===== config.mk =====
export PLATFORM = sky130hd
export DESIGN_NAME = dmem_mmio_bridge
export DESIGN_NICKNAME = d
export VERILOG_FILES = /design/src/rtl/dmem_mmio_bridge.sv
export SDC_FILE = /design/constraint.sdc
export NUM_CORES = 1
export LEC_CHECK = 0
export ABC_CLOCK_PERIOD_IN_PS = 6900
export CAP_MARGIN = 10
export CORE_MARGIN = 2
export CORE_UTILIZATION = 56
export DETAILED_ROUTE_END_ITERATION = 12
export GPL_TIMING_DRIVEN = 0
export PLACE_DENSITY = 0.77
export SLEW_MARGIN = 10
export SYNTH_ARGS = -nofsm -noshare
export SYNTH_HDL_FRONTEND = slang
export SYNTH_SLANG_ARGS = --single-unit

===== constraint.sdc =====
create_clock -name clock -period 6.9 [get_ports clock]
set_clock_uncertainty 0.15 [all_clocks]
set_input_delay 1.38 -clock clock [delete_from_list [all_inputs] [get_ports clock]]
set_output_delay 1.38 -clock clock [all_outputs]
set_load 0.02 [all_outputs]

===== src/rtl/dmem_mmio_bridge.sv =====
// dmem_mmio_bridge: routes processor data accesses to dmem or to an MMIO block (tx FIFO, cycle counter, compare timer)
module dmem_mmio_bridge #(
   parameter int          FIFO_DEPTH = 8,
   parameter logic [11:0] MMIO_BASE  = 12'hF00
) (
   input  logic        clock,
   input  logic        reset,
   input  logic [11:0] address_dmem,
   input  logic [31:0] data,
   input  logic        wren,
   output logic [31:0] q_dmem,
   output logic [11:0] mem_address,
   output logic [31:0] mem_data,
   output logic        mem_wren,
   input  logic [31:0] mem_q,
   output logic [31:0] tx_data,
   output logic        tx_valid,
   input  logic        tx_ready,
   output logic        timer_irq
);
   localparam int AW = $clog2(FIFO_DEPTH);
   logic [31:0]   fifo [FIFO_DEPTH];
   logic [AW-1:0] wr_ptr, rd_ptr;
   logic [AW:0]   count;
   logic [31:0]   cycles, timer_cmp, snapshot, rd_val, status;
   logic [11:0]   offset;
   logic          mmio_hit, rd_hit, overflow, empty, full, pop, push, match;
   logic          wr_tx, wr_status, wr_cycles, wr_cmp, wr_ack;

   assign mmio_hit    = address_dmem >= MMIO_BASE;
   assign offset      = address_dmem - MMIO_BASE;
   assign mem_address = address_dmem;
   assign mem_data    = data;
   assign mem_wren    = wren & ~mmio_hit;

   assign wr_tx     = wren & mmio_hit & (offset == 12'd0);
   assign wr_status = wren & mmio_hit & (offset == 12'd1);
   assign wr_cycles = wren & mmio_hit & (offset == 12'd2);
   assign wr_cmp    = wren & mmio_hit & (offset == 12'd3);
   assign wr_ack    = wren & mmio_hit & (offset == 12'd4);

   assign empty    = count == '0;
   assign full     = count == (AW+1)'(FIFO_DEPTH);
   assign pop      = ~empty & tx_ready;
   // a full FIFO still accepts a push when the head leaves in the same cycle
   assign push     = wr_tx & (~full | pop);
   assign tx_valid = ~empty;
   assign tx_data  = empty ? '0 : fifo[rd_ptr];
   assign match    = (timer_cmp != '0) & (cycles == timer_cmp);

   assign status = {23'b0, 5'(count), 1'b0, overflow, full, empty};
   assign rd_val = offset == 12'd1 ? status :
                   offset == 12'd2 ? cycles :
                   offset == 12'd3 ? timer_cmp :
                   offset == 12'd4 ? {31'b0, timer_irq} : '0;
   assign q_dmem = rd_hit ? snapshot : mem_q;

   always_ff @(posedge clock)
      if (push) fifo[wr_ptr] <= data;

   always_ff @(posedge clock)
      if (reset) begin
         wr_ptr    <= '0;
         rd_ptr    <= '0;
         count     <= '0;
         overflow  <= 1'b0;
         cycles    <= '0;
         timer_cmp <= '0;
         timer_irq <= 1'b0;
         rd_hit    <= 1'b0;
         snapshot  <= '0;
      end else begin
         rd_hit    <= mmio_hit;
         snapshot  <= rd_val;
         if (push) wr_ptr <= wr_ptr + 1'b1;
         if (pop) rd_ptr <= rd_ptr + 1'b1;
         count     <= count + (AW+1)'(push) - (AW+1)'(pop);
         overflow  <= (wr_tx & full & ~pop) | (overflow & ~(wr_status & data[2]));
         cycles    <= wr_cycles ? data : cycles + 32'd1;
         timer_cmp <= wr_cmp ? data : timer_cmp;
         timer_irq <= match | (timer_irq & ~wr_ack);
      end
endmodule

==> metrics.csv <==
stage,metric,value,unit
clock_tree,CTS tree,yes,
worst_hold_path,Hold Path Class,reg2reg,
cells_and_area,n_diodes,0,
clock_tree,"Hold-fix buffers, CTS",0,
global_route,grt total ovfl,0,
critical_path,Slowest cell on crit path,clkbuf_1,
clock_tree,Root Driver,clkbuf_16,
global_route,antenna violations before repair,0,
critical_path,Arrival @ worst endpoint,3.38,ns
die,Starting Density,56.60,%
clock_tree,Post-CTS Resized,0,
yosys,fraction of the yosys area taken by sequential cells,63.32,%
power_and_ir_drop,clock share of power,32.9,%
die,I/O Pins,191,
yosys,post-synthesis cell count,1109,
cells_and_area,Fillers,1862,
sta,fmax,0.2036,GHz
power_and_ir_drop,Net Switching,0.001529,W
cells_and_area,layout cell share with drive strength beyond 1,19.07,%
sta,RSZ-0062 raised after global routing,no,
critical_path,Startpoint Class,flip-flop,
drt,# DRC,0,
drt,DRT antenna net count,0,
power_and_ir_drop,sequential group share of total power,42.4,%
cells_and_area,Non-Filler Instances,1757,
yosys,Yosys warning total,0,
clock_tree,CTS buffer count,35,
global_route,vias in the first global route,10350,
die,die width,171.3,um
sta,Worst Max-Slew Pin Slew,0.9958,ns
clock_tree,clk buf depth,3,
power_and_ir_drop,Sw Ratio,27.08,%
critical_path,"Req. time, crit path",5.37,ns
die,core area,27710,sq um
drt,DRT Wirelength,38970,um
flow_run,Max-Cap Viols,0,
power_and_ir_drop,leakage power,6.420,nW
drt,Vias/cell,5.763,
clock_tree,post-CTS setup buffer count,0,
drt,number of DRC markers in iteration 0,837,
die,Die H,171.3,um
critical_path,CP Cell Sequence,"clkbuf_1, clkbuf_1, mux4_2, mux2i_1, nor2_1, clkdlybuf4s50_1",
placement,# placed instances,1696,
global_route,pin count of the biggest net entering global routing,20,
yosys,mean post-synth cell area,14.14,sq um
yosys,Seq cells post-synth,368,
clock_tree,Clock transition at path regs,0.06,ns
die,die area,29360,sq um
placement,DP HPWL,26880,um
sta,Final min period,4.912,ns
sta,max-slew violations,0,
power_and_ir_drop,P per Cell Area,291.0,nW/um^2
clock_tree,htree depth,2,
power_and_ir_drop,VDD IR max,0.1473,mV
cells_and_area,Area Overhead vs Synth,23.77,%
placement,Buffers on Ports,187,
sta,slew margin rel.,33.61,%
yosys,Mapped Area,15680,sq um
critical_path,Crit. End Element,output port,
sta,setup violators final,0,
critical_path,critical path peak fanout,10,
cells_and_area,fin util,70.05,%
drt,DR WL/cell,22.18,um
yosys,Yosys cell types,46,
sta,"Hold Vio Cnt, Final",0,
power_and_ir_drop,Cell Int Power,0.004118,W
global_route,gr usage total,26.92,%
drt,total number of vias,10130,
global_route,first-pass GRT wire length,59120,um
cells_and_area,final layout net count,1445,
die,Rows,61,
sta,fin crit share,71.18,%
clock_tree,clock latency on the worst-skew pair,0.52,ns
critical_path,most frequent CP cell,clkbuf_1,
critical_path,CP peak stage delay,0.71,ns
clock_tree,CTS Sinks,368,
yosys,syn_nets,1199,
drt,first drt pass iteration count,5,
power_and_ir_drop,Logic pwr share,24.7,%
status,status,finished clean,
placement,GPL Wtd Cong,0.9043,
critical_path,kind of critical path,reg2out,
[power by group through the flow]
stage / Sequential, W / Clock (W) / Combinational [W]
floorplan: 0.00244 / 0 / 0.000848
global placement: 0.00244 / 0 / 0.00138
detailed placement: 0.00244 / 0 / 0.00140
CTS: 0.00239 / 0.00187 / 0.00142
global route: 0.00239 / 0.00196 / 0.00149
finish: 0.00239 / 0.00186 / 0.00140
[worst max-delay path, delay by kind of cell, from the launching register on]
family                 cells  cell delay, ns
flip-flops                 1            0.32
AND/OR/NAND/NOR            1            0.20
multiplexers               2            0.43
buffers and inverters      3            1.92
[cell families (layout without fill, tap and decap cells)]
| kind of cell | Yosys count | in the layout | synth area share [%] |
|---|---|---|---|
| mux | 130 | 130 | 13.66 |
| xor+xnor | 67 | 67 | 3.742 |
| flops | 368 | 368 | 63.32 |
| fa+ha+maj | 10 | 10 | 0.8458 |
| buf+inv | 132 | 402 | 4.588 |
| simple gates | 293 | 293 | 8.968 |
| compound gates | 109 | 109 | 4.875 |
[through the flow]
| stage | hold WS (ns) | worst slack, ns | cell area, sq um | power [W] | setup TNS [ns] |
|---|---|---|---|---|---|
| after floorplan | 0.2946 | 0.7905 | 15680 | 0.003284 | 0 |
| after global placement | 0.3034 | -2.792 | 18030 | 0.003819 | -220.28 |
| after detailed placement | 0.3181 | 1.864 | 18310 | 0.003845 | 0 |
| after CTS | 0.3261 | 1.973 | 19410 | 0.005684 | 0 |
| after global routing | 0.3652 | 1.882 | 19410 | 0.005845 | 0 |
| final | 0.3282 | 1.988 | 19410 | 0.005647 | 0 |
[layout make-up]
cell class                      count  area (sq um)  share of cell area, %
Multi-Input combinational cell    609          5081                  26.18
Clock buffer                       47         983.4                  5.067
Clock inverter                     14         115.1                 0.5931
Inverter                           15         56.30                 0.2901
Sequential cell                   368          9930                  51.16
Tap cell                          378         473.0                  2.437
Buffer                            117         663.1                  3.417
Timing Repair Buffer              209          2107                  10.86
[flip-flops by register name (all words and copies together) (netlist names), named ones only]
name and cells:
count 4, cycles 32, fifo 256, overflow 1
rd_hit 1, rd_ptr 3, snapshot 32, timer_cmp 32
timer_irq 1, wr_ptr 3
[path summary, 6_finish.rpt]
check,startpoint,endpoint,slack [ns],depth (start not counted)
worst max-delay path,flip-flop,tx_data[30],1.99,6
worst min-delay path,overflow,overflow,0.33,2
worst max register to register,count[2],fifo[4][18],3.77,9
worst min register to register,overflow,overflow,0.33,2
[cell usage after synthesis (all sizes together)]
library cell	n	area share (%)
clkbuf	36	0.86
fa	1	0.13
xor2	25	1.4
o31ai	1	0.048
and3	3	0.12
nor2b	2	0.080
a221oi	7	0.51
buf	81	3.4
or3	3	0.12
or4	1	0.072
mux4	64	9.2
nand3b	1	0.048
nor3	19	0.77
a22oi	25	1.2
ha	9	0.72
a211oi	35	1.8
nand2b	5	0.20
and4	6	0.34
a21oi	36	1.1
nor4	17	0.76
and2	5	0.20
nand3	17	0.54
nor2	111	2.7
mux2i	34	2.2
mux2	32	2.3
or2	1	0.040
xnor2	42	2.3
nand4	22	1.0
o21ai	3	0.096
a21o	1	0.048
nor3b	1	0.12
edfxtp	256	49
a22o	1	0.056
nand2	79	1.9
inv	15	0.36
dfxtp	112	14
[per-layer routing]
metal | vias to the layer above | GRT usage [%] | part of all wire (%)
met5 | - | 0 | 0
met4 | 0 | 8.217 | 2.6
met3 | 69 | 4.625 | 6.7
met2 | 419 | 45.42 | 49
met1 | 5061 | 36.03 | 42
li1 | 4576 | - | -
[cells in the final DEF, fill, tap and decap left out, types with 4 or more instances in the layout]
master	synthesis	final
a211oi_1	32	32
a21oi_1	36	36
a221oi_1	4	4
a22oi_1	25	25
and2_1	5	5
and4_1	6	6
buf_1	7	7
buf_2	23	25
buf_4	50	63
buf_6	1	5
clkbuf_1	36	44
clkbuf_16	0	37
clkdlybuf4s50_1	0	187
clkinv_1	0	6
clkinv_2	0	5
dfxtp_1	112	112
edfxtp_1	256	256
ha_1	9	9
inv_1	15	15
mux2_2	32	32
mux2i_1	34	34
mux4_2	64	64
nand2_1	79	79
nand2b_1	5	5
nand3_1	17	17
nand4_1	20	20
nor2_1	111	108
nor3_1	15	11
nor3_2	3	7
nor4_1	15	14
xnor2_1	42	42
xor2_1	25	25
(Power assumes the default switching activity.)
